File: config.mk
export PLATFORM = sky130hd
export DESIGN_NAME = rsa_modexp_engine
export DESIGN_NICKNAME = d
export VERILOG_FILES = /design/src/rtl/rsa_modexp_engine.sv
export SDC_FILE = /design/constraint.sdc
export NUM_CORES = 1
export LEC_CHECK = 0
export ABC_AREA = 1
export CORE_MARGIN = 2
export CORE_UTILIZATION = 45
export DETAILED_ROUTE_END_ITERATION = 16
export PLACE_DENSITY = 0.76
export SLEW_MARGIN = 15
export SYNTH_ARGS = -nofsm -noshare
export SYNTH_HDL_FRONTEND = slang
export SYNTH_SLANG_ARGS = --single-unit
File: constraint.sdc
create_clock -name clk -period 8 [get_ports clk]
set_input_delay 1.2 -clock clk [delete_from_list [all_inputs] [get_ports clk]]
set_output_delay 1.2 -clock clk [all_outputs]
set_load 0.05 [all_outputs]
File: src/rtl/rsa_modexp_engine.sv
// rsa_modexp_engine: bit-serial Montgomery modular exponentiation, C = M^E mod P.
// Left-to-right square-and-multiply over E. Each Montgomery product takes
// W+2 cycles: one LOAD, W radix-2 iterations, one final correction.
// Optional build macro RSA_MODEXP_ERRCHK_EN enables operand validation
// (p even, p < 3, m >= p) on the start edge. Without it, err is tied to 0.
module rsa_modexp_engine #(
    parameter int W = 8
) (
    input  logic         clk,
    input  logic         rst_n,
    input  logic         start,
    input  logic [W-1:0] p,
    input  logic [W-1:0] e,
    input  logic [W-1:0] m,
    input  logic [W-1:0] r2,
    output logic         busy,
    output logic         eoc,
    output logic [W-1:0] c,
    output logic         err
);

    localparam int CW = $clog2(W + 2);
    localparam int JW = $clog2(W);

    typedef enum logic [2:0] {
        S_IDLE, S_PRE_M, S_PRE_X, S_SQR, S_MUL, S_POST, S_DONE
    } state_t;

    state_t          state_q, state_d;
    logic [CW-1:0]   cnt_q, cnt_d;
    logic [JW-1:0]   j_q, j_d;
    logic [W-1:0]    p_q, p_d, e_q, e_d, m_q, m_d, r2_q, r2_d;
    logic [W-1:0]    a_q, a_d, b_q, b_d;
    logic [W+1:0]    s_q, s_d;
    logic [W-1:0]    mbar_q, mbar_d, x_q, x_d;
    logic            busy_q, busy_d, eoc_q, eoc_d, err_q, err_d;
    logic [W-1:0]    c_q, c_d;

    logic [W-1:0]    op_a_s, op_b_s, mm_res_s;
    logic [W+1:0]    s_add_s, s_odd_s, s_corr_s;
    logic            bad_s;

`ifdef RSA_MODEXP_ERRCHK_EN
    assign bad_s = ~p[0] | (p < W'(3)) | (m >= p);
`else
    assign bad_s = 1'b0;
`endif

    // One radix-2 Montgomery step, plus the final conditional subtraction.
    assign s_add_s  = s_q + (a_q[0] ? {2'b00, b_q} : {(W+2){1'b0}});
    assign s_odd_s  = s_add_s + (s_add_s[0] ? {2'b00, p_q} : {(W+2){1'b0}});
    assign s_corr_s = (s_q >= {2'b00, p_q}) ? (s_q - {2'b00, p_q}) : s_q;
    assign mm_res_s = s_corr_s[W-1:0];

    // Operand selection for the product that the current state performs.
    always_comb begin
        op_a_s = {W{1'b0}};
        op_b_s = {W{1'b0}};
        case (state_q)
            S_PRE_M: begin op_a_s = m_q;    op_b_s = r2_q; end
            S_PRE_X: begin op_a_s = W'(1);  op_b_s = r2_q; end
            S_SQR:   begin op_a_s = x_q;    op_b_s = x_q;  end
            S_MUL:   begin op_a_s = mbar_q; op_b_s = x_q;  end
            S_POST:  begin op_a_s = x_q;    op_b_s = W'(1); end
            default: begin op_a_s = {W{1'b0}}; op_b_s = {W{1'b0}}; end
        endcase
    end

    // Next-state, datapath and output computation.
    always_comb begin
        state_d = state_q;
        cnt_d   = cnt_q;
        j_d     = j_q;
        p_d     = p_q;
        e_d     = e_q;
        m_d     = m_q;
        r2_d    = r2_q;
        a_d     = a_q;
        b_d     = b_q;
        s_d     = s_q;
        mbar_d  = mbar_q;
        x_d     = x_q;
        busy_d  = busy_q;
        eoc_d   = 1'b0;
        err_d   = err_q;
        c_d     = c_q;
        case (state_q)
            S_IDLE: begin
                if (start) begin
                    p_d  = p;
                    e_d  = e;
                    m_d  = m;
                    r2_d = r2;
                    if (bad_s) begin
                        state_d = S_DONE;
                        eoc_d   = 1'b1;
                        err_d   = 1'b1;
                        c_d     = {W{1'b0}};
                        busy_d  = 1'b0;
                    end else begin
                        state_d = S_PRE_M;
                        busy_d  = 1'b1;
                        err_d   = 1'b0;
                        cnt_d   = {CW{1'b0}};
                        j_d     = JW'(W - 1);
                    end
                end else begin
                    state_d = S_IDLE;
                end
            end
            S_PRE_M, S_PRE_X, S_SQR, S_MUL, S_POST: begin
                if (cnt_q == {CW{1'b0}}) begin
                    a_d   = op_a_s;
                    b_d   = op_b_s;
                    s_d   = {(W+2){1'b0}};
                    cnt_d = CW'(1);
                end else if (cnt_q <= CW'(W)) begin
                    s_d   = s_odd_s >> 1;
                    a_d   = a_q >> 1;
                    cnt_d = cnt_q + CW'(1);
                end else begin
                    cnt_d = {CW{1'b0}};
                    case (state_q)
                        S_PRE_M: begin
                            mbar_d  = mm_res_s;
                            state_d = S_PRE_X;
                        end
                        S_PRE_X: begin
                            x_d     = mm_res_s;
                            state_d = S_SQR;
                        end
                        S_SQR: begin
                            x_d = mm_res_s;
                            if (e_q[j_q]) begin
                                state_d = S_MUL;
                            end else if (j_q == {JW{1'b0}}) begin
                                state_d = S_POST;
                            end else begin
                                j_d     = j_q - JW'(1);
                                state_d = S_SQR;
                            end
                        end
                        S_MUL: begin
                            x_d = mm_res_s;
                            if (j_q == {JW{1'b0}}) begin
                                state_d = S_POST;
                            end else begin
                                j_d     = j_q - JW'(1);
                                state_d = S_SQR;
                            end
                        end
                        S_POST: begin
                            c_d     = mm_res_s;
                            eoc_d   = 1'b1;
                            busy_d  = 1'b0;
                            state_d = S_DONE;
                        end
                        default: state_d = S_IDLE;
                    endcase
                end
            end
            S_DONE:  state_d = S_IDLE;
            default: state_d = S_IDLE;
        endcase
    end

    // State and datapath registers with asynchronous clear.
    always_ff @(posedge clk or negedge rst_n) begin
        if (!rst_n) begin
            state_q <= S_IDLE;
            cnt_q   <= {CW{1'b0}};
            j_q     <= {JW{1'b0}};
            p_q     <= {W{1'b0}};
            e_q     <= {W{1'b0}};
            m_q     <= {W{1'b0}};
            r2_q    <= {W{1'b0}};
            a_q     <= {W{1'b0}};
            b_q     <= {W{1'b0}};
            s_q     <= {(W+2){1'b0}};
            mbar_q  <= {W{1'b0}};
            x_q     <= {W{1'b0}};
            busy_q  <= 1'b0;
            eoc_q   <= 1'b0;
            err_q   <= 1'b0;
            c_q     <= {W{1'b0}};
        end else begin
            state_q <= state_d;
            cnt_q   <= cnt_d;
            j_q     <= j_d;
            p_q     <= p_d;
            e_q     <= e_d;
            m_q     <= m_d;
            r2_q    <= r2_d;
            a_q     <= a_d;
            b_q     <= b_d;
            s_q     <= s_d;
            mbar_q  <= mbar_d;
            x_q     <= x_d;
            busy_q  <= busy_d;
            eoc_q   <= eoc_d;
            err_q   <= err_d;
            c_q     <= c_d;
        end
    end

    assign busy = busy_q;
    assign eoc  = eoc_q;
    assign c    = c_q;
    assign err  = err_q;

endmodule

# Word level (Yosys, flattened, before mapping)
# Index checks and enable logic that the tools add are counted.
# totals
register_bits,94
output_inout_bits,11
wordCells,94
inputBits,35
# op_classes
addsub,5
magnitude_cmp,3
n_mux,38
n_eq_ne,11
bitwise_logic,2
n_reduce_logical,20
# op_table
op,count
2-to-1 mux 8 bit,5
one-hot mux 8 bit (4 select lines),1
2-to-1 mux 3 bit,9
one-hot mux 8 bit (3 select lines),1
adder 10 x 8 -> 10 bit,2
2-to-1 mux 10 bit,2
one-hot mux 3 bit (2 select lines),3
one-hot mux 3 bit (5 select lines),1
2-to-1 mux 4 bit,3
AND reduction 4 bit,3
>= comparator 10 x 8 -> 1 bit,1
2-to-1 mux 1 bit,10
AND reduction 2 bit,5
"!= test 2 bit, second input constant",4
one-hot mux 4 bit (2 select lines),1
subtractor 8 bit,1
"== test 3 x 2 -> 1 bit, second input constant",2
"== test 3 bit, second input constant",2
zero test 3 bit,2
"!= test 3 bit, second input constant",2
AND reduction 6 bit,1
OR reduction 2 bit,3
AND reduction 5 bit,1
OR reduction 5 bit,1
11 further kinds,13

# Longest topological paths before layout
# Gate-level depths: netlist of the first run.
# logic_depth
word_depth,7
ltp_mapped,22
depth_no_buf,21

# Worst setup path before layout of the first run
# OpenSTA, ideal clock, no wires.
# synth_timing
path_type,register -> register
from,reg a_q[0]
to,reg s_q[7]
n_path_buf,1
period_less_slack_ns,2.727
setup_time_ns,0.131
path_stages_with_launch,18
setup_slack_ns,5.273
required_time_ns,7.869
arrival_time_ns,2.596
path_cell_list,dfrtp_1 clkbuf_1 nand2_1 inv_1 ha_1 a21oi_1 o21ai_0 a21oi_1 nor2_1 nor2_1 xor2_1 inv_1 ha_1 a21oi_1 o21ai_0 a21oi_1 xor2_1 o22ai_1
# synth_via
elab_chain_len,6
# synth_rtl
element,line_no,source
start: declaration,33,"logic [W-1:0] a_q, a_d, b_q, b_d;"
start signal: assignment,177,a_q <= {W{1'b0}};
2-to-1 mux 8 bit *,50,"assign s_add_s = s_q + (a_q[0] ? {2'b00, b_q} : {(W+2){1'b0}});"
adder 10 x 8 -> 10 bit *,50,
2-to-1 mux 8 bit,51,"assign s_odd_s = s_add_s + (s_add_s[0] ? {2'b00, p_q} : {(W+2){1'b0}});"
adder 10 x 8 -> 10 bit *,51,
2-to-1 mux 10 bit *,117,end else if (cnt_q <= CW'(W)) begin
2-to-1 mux 10 bit *,112,if (cnt_q == {CW{1'b0}}) begin
end signal: assignment,179,s_q <= {(W+2){1'b0}};
end: declaration,34,"logic [W+1:0] s_q, s_d;"
# Every way passes the cells marked *; elsewhere a longest branch is shown, timed or not. The select of a mux whose other input is x is not followed.
# A chain may end at the register's enable or synchronous reset.

# Worst setup path in the final report of the first run
# Same ends and word-level chain as after synthesis.

==> results of run 1 <==
[path summary, 6_finish.rpt]
kind / from / endpoint / slack [ps] / cells past startpoint
min in group asynchronous: rst_n / p_q[5] / 770 / 1
max in group asynchronous: rst_n / r2_q[6] / 6100 / 2
setup reg to reg: a_q[0] / s_q[7] / 5020 / 16
hold reg to reg: busy / busy / 470 / 2
hold / removal: busy / busy / 470 / 2
setup / recovery: a_q[0] / s_q[7] / 5020 / 16
[routing by layer]
layer	wire [um]	vias to the layer above	global-route usage (%)
li1	-	2242	-
met1	5490	2175	26.9
met2	6330	138	36.6
met3	783	26	5.74
met4	316	0	6.99
met5	0	-	0
[cells by family after synthesis]
kind of cell / count (synthesis) / share of synthesized area, %
XOR/XNOR: 14 / 2.28
other: 1 / 0.0696
AO/OA/AOI/OAI: 130 / 14.8
adder cells (fa/ha/maj): 31 / 7.62
multiplexers: 17 / 3.55
flip-flops: 93 / 43.2
AND/OR/NAND/NOR: 259 / 20.5
buffers and inverters: 109 / 7.99
[per-stage QoR]
step | cells | setup WS [ps] | cell area, um2
after floorplan | 654 | 5270 | 5390
after global placement | 829 | 5180 | 5950
after detailed placement | 829 | 5080 | 5950
after CTS | 844 | 5060 | 6240
after global routing | 844 | 4740 | 6240
final | 844 | 5020 | 6240
[synth_stat cells, types with 2 or more instances]
cell type	number	share of area, %
xnor2_1	5	0.81
nand3_1	36	3.3
fa_1	3	1.1
nor2_1	47	3.3
o21ai_2	4	0.65
a22oi_1	3	0.42
nand2_1	150	10
dfrtp_1	93	43
a21oi_4	2	0.60
nor2_2	5	0.58
o211ai_1	3	0.42
o21ai_1	6	0.56
o21a_1	6	0.84
xor2_1	9	1.5
inv_1	88	6.1
inv_2	7	0.49
nand4_1	10	1.2
o21ai_0	37	3.4
clkbuf_1	4	0.28
buf_2	8	0.74
a21o_1	2	0.28
o22ai_1	7	0.81
o21bai_1	3	0.42
nand2_2	3	0.35
mux2_2	17	3.6
ha_1	28	6.5
o221ai_1	10	1.6
nor3_1	2	0.19
a31oi_1	5	0.58
a21oi_1	39	3.6
[flip-flops by register name (all words and copies together), names as in the netlist]
register and cells:
cnt_q 4, j_q 3, x_q 8, c 8, r2_q 8, busy 1, a_q 8, eoc 1
s_q 9, mbar_q 8, state_q 3, e_q 8, b_q 8, m_q 8, p_q 8
[power groups by stage]
stage	registers (W)	logic, W	clock network [W]
final	0.000470	0.0000264	0.000417
after detailed placement	0.000479	0.0000274	0
after global routing	0.000470	0.0000298	0.000450
after floorplan	0.000479	0.00000153	0
after global placement	0.000479	0.0000271	0
after CTS	0.000470	0.0000275	0.000430
[cell type report]
class | instances | area [um2] | share of cell area (%)
multi-input cells | 452 | 2630 | 42.2
flip-flops and latches | 93 | 2330 | 37.3
well taps | 143 | 179 | 2.87
clock inverters | 3 | 26.3 | 0.421
clock buffers | 12 | 267 | 4.27
inverters | 95 | 357 | 5.71
repair buffers | 46 | 453 | 7.26
[critical path, stage by stage, from the launching register on]
cell and delay [ps]:
dfrtp_1 460, nand2_1 90, inv_1 40, ha_1 320, a21oi_1 210, o21ai_0 140
a21oi_1 210, nor2_1 60, nor2_1 110, xor2_1 160, inv_1 60, ha_1 340
a21oi_1 160, o21ai_0 90, a21oi_1 150, xor2_1 160, o22ai_1 80
==> flow_summary.yaml, run 1 <==
sta:
  fin_crit_ps: 2980
  hold_slack_ps: 472
  final.setup_skew_ps: 3.91
  finalSetupTns_ps: 0
  fin_crit_sh_pct: 37.3
  slew_headroom_pct: 45.3
  tightest_slew_ps: 818
  hold_viol_final: 0
  setup_viol: 0
  rsz0062_at_grt: "false"
  fmax_mhz: 336
  drv_slew: 0
die:
  ios: 46
  die-area_um2: 12900
  die_h_um: 113
  placementRows: 39
  core_um2: 11600
  die_w_um: 113
  initial_core_util_pct: 46.6
place:
  numPortBuffers: 44
  gp_congestion: 0.982
  dp_hpwl_mm: 9.93
drt:
  drt-total-wl_mm: 12.9
  drc: 0
  num_vias: 4581
  drt_first_pass_iters: 4
  drtIter0Drc: 293
  via_per_inst: 5.43
  wire_per_inst_um: 15.3
  drt.antenna.violating_nets: 0
power:
  ir_drop_v: 0.0000988
  p_switching_w: 0.000192
  totalPowerFinal_w: 0.000914
  power.density_nw_per_um2: 146
  switching_share_pct: 21.0
  intPower_w: 0.000722
  power_leakage_nw: 3.15
  seqPwrFrac_pct: 51.5
  p_comb_share_pct: 2.9
  clock_power_share_pct: 45.6
cts:
  clock_tree.root_cell: "clkbuf_16"
  clkTransAtPathRegs_ps: 70
  h-tree-depth: 3
  clk_path_buf_depth: 2
  cts_setup_buffers: 0
  cts_tree: "done"
  holdBufCountCts: 0
  cts_sinks: 93
  numCtsBuffers: 9
  clock_latency_ps: 340
  cts_resized: 0
setup_path:
  endpoint_kind: "register"
  crit_fanout: 9
  path_class: "reg -> reg"
  cp_data_arrival_time_ps: 3180
  required_ps: 8200
  cp-start-kind: "register"
synth:
  ys_ff_latch: 93
  yosys_warnings: 0
  synthDistinctLibCells: 42
  syn_inst: 654
  async_flop_share_pct: 100
  dominantRegCellSynth: "dfrtp_1"
  synth_edf_count: 0
  ys_seq_area_share_pct: 43.2
  synth_nets: 720
  netlist_area_um2: 5390
  syn_area_per_cell_um2: 8.23
global_routing:
  grt_max_degree: 69
  grt-ovfl-total: 0
  grt_pass1_wl_mm: 21.8
  globalRouteTotalUtil_pct: 21.6
  antenna_found_initial: 0
  grt_pass1_vias: 4501
layout:
  syn_to_final_growth_pct: 15.9
  nets: 763
  fillers: 1097
  mostFrequentLayoutCells: "150 x nand2_1, 93 x dfrtp_1, 88 x inv_1, 47 x nor2_1, 43 x clkdlybuf4s50_1"
  final_util_pct: 54.0
  antennaDiodeCount: 0
  final_common_cell: "nand2_1"
  drive_gt1_share_pct: 8.84
status:
  outcome: "completed"
flow_run:
  maxCapViolCount: 0
min_path:
  worstHoldPathType: "reg -> reg"
Note: power is estimated with default switching activity, not from simulation.
==> run 2, diff against run 1 <==
==> constraint.sdc (replaced) <==
create_clock -name clk -period 3 [get_ports clk]
set_input_delay 0.45 -clock clk [delete_from_list [all_inputs] [get_ports clk]]
set_output_delay 0.45 -clock clk [all_outputs]
set_load 0.05 [all_outputs]
==> run 2 against run 1 <==
  * Utilization up 1.0 points
  * First-iteration DRC count grew 14%
  * Non-clock buffer count up 5
  * Count of clock-buffer cells in the layout fell by 3
  * Register-to-register slack got worse by 4800 ps
  * Sequential power rose to 2.7 times the previous value
  * Largest power group unchanged
==> flow_summary.yaml, run 2 (same netlist as run 1, synthesis figures left out) <==
drt:
  drc: 0
  drt.antenna.violating_nets: 0
  drtIter0Drc: 335
  num_vias: 4608
  wire_per_inst_um: 15.3
  via_per_inst: 5.42
  drt-total-wl_mm: 13.0
  drt_first_pass_iters: 5
cts:
  numCtsBuffers: 9
  clkTransAtPathRegs_ps: 70
  cts_tree: "done"
  clock_latency_ps: 350
  cts_sinks: 93
  h-tree-depth: 3
  holdBufCountCts: 0
  clock_tree.root_cell: "clkbuf_16"
  clk_path_buf_depth: 2
place:
  place_ws_ps: 0.719
  place_area_um2: 5980
  dp_hpwl_mm: 9.95
  gp_congestion: 0.868
  numPortBuffers: 44
status:
  outcome: "completed"
global_routing:
  antenna_found_initial: 0
  globalRouteTotalUtil_pct: 21.5
  grt_pass1_vias: 4687
  grt_pass1_wl_mm: 21.9
  grt_max_degree: 52
  grt-ovfl-total: 0
setup_path:
  timing.rr.end: "s_q[7]"
  startpoint: "a_q[0]"
  rrSetupSlack_ps: 170
  required_ps: 3210
  path_class: "reg -> reg"
  worstSetupEndpoint: "s_q[7]"
  crit_fanout: 7
  endpoint_kind: "register"
  reg2regPathDepth: 14
  reg2reg_from: "a_q[0]"
  cp_data_arrival_time_ps: 3040
  cp-start-kind: "register"
sta:
  final.setup_skew_ps: 7.94
  layout_setup_ws_ps: 171
  hold_slack_ps: 99.9
  setup_viol: 0
  hold_viol_final: 0
  drv_slew: 0
  fmax_mhz: 353
  fin_crit_sh_pct: 94.3
  slew_headroom_pct: 48.4
  fin_crit_ps: 2830
  tightest_slew_ps: 771
die:
  die-area_um2: 12900
  die_h_um: 113
  ios: 46
  core_um2: 11600
  initial_core_util_pct: 46.6
  die_w_um: 113
  placementRows: 39
power:
  totalPowerFinal_w: 0.00250
  p_switching_w: 0.000548
  power.density_nw_per_um2: 394
  switching_share_pct: 21.9
  p_comb_share_pct: 2.9
  seqPwrFrac_pct: 50.1
  intPower_w: 0.00195
  clock_power_share_pct: 47.0
  ir_drop_v: 0.000378
  power_leakage_nw: 3.18
flow_run:
  maxCapViolCount: 0
layout:
  antennaDiodeCount: 0
  mostFrequentLayoutCells: "148 x nand2_1, 92 x dfrtp_1, 88 x inv_1, 45 x nor2_1, 43 x clkdlybuf4s50_1"
  fillers: 1090
  final_common_cell: "nand2_1"
  design_area_um2: 6360
  syn_to_final_growth_pct: 18.1
  largest_reg_flops: 9
  regMostFlops: "s_q"
  drive_gt1_share_pct: 11.5
  nets: 768
min_path:
  worstHoldPathType: "in -> async"
-- run 2: cell count changes in the layout (fill, tap and decap cells not counted), sizes merged --
cell / delta
inv: +1
bufinv: +1
clkbuf: -3
buf: +5
clkinvlp: +1
clkinv: +1
-- run 2: metrics by stage --
stage               util [%]  setup TNS (ps)  std cells
floorplan                  -               0        654
global placement        51.7               0        831
detailed placement      51.7               0        831
CTS                     54.4               0        848
global route            55.0           -29.0        850
finish                  55.0               0        850
-- run 2: final cells by class --
cell class	instances	area [um2]	area share, %
Sequential cell	93	2330	36.6
Tap cell	143	179	2.81
Multi-Input combinational cell	452	2680	42.2
Clock buffer	9	225	3.54
Clock inverter	7	82.6	1.30
Inverter	95	357	5.61
Timing Repair Buffer	51	503	7.91
-- run 2: power by group through the flow --
stage / Combinational [W] / Clock, W / Sequential (W)
final: 0.0000732 / 0.00118 / 0.00125
after floorplan: 0.00000409 / 0 / 0.00128
after global placement: 0.0000744 / 0 / 0.00128
after global routing: 0.0000817 / 0.00126 / 0.00125
after detailed placement: 0.0000759 / 0 / 0.00128
after CTS: 0.0000760 / 0.00121 / 0.00125
-- run 2: worst min-delay path by stage --
stage,cells after the start,to,from,slack (ps)
after floorplan,0,a_q[0],rst_n,150
after global placement,2,busy,busy,460
after detailed placement,2,c[2],c[2],470
after CTS,1,s_q[8],rst_n,120
after global routing,1,s_q[8],rst_n,140
final,1,s_q[8],rst_n,100
-- run 2: critical path, cell delays in order, from the launching register on --
cell     delay, ps
dfrtp_2        440
nand2_1         80
inv_1           50
ha_2           370
nand2_1        110
o21ai_2        200
a21oi_2         60
buf_4          130
xnor2_1        220
ha_1           300
a21oi_1        190
o21ai_0        110
a21oi_1        190
xor2_1         170
o22ai_1         80
-- run 2: routing by layer --
metal  vias to the layer above  wire (um)  track usage, %
met5                         -          0               0
met4                         0        395            8.37
met3                        29        611            4.62
met2                       133       6460            36.4
met1                      2190       5510            27.2
li1                       2256          -               -
-- run 2: what timing repair did --
item / in CTS / in global routing
setup endpoints to repair: 1 / 4
pin swaps: 0 / 1
resized for setup: 0 / 16
setup buffers: 1 / 2
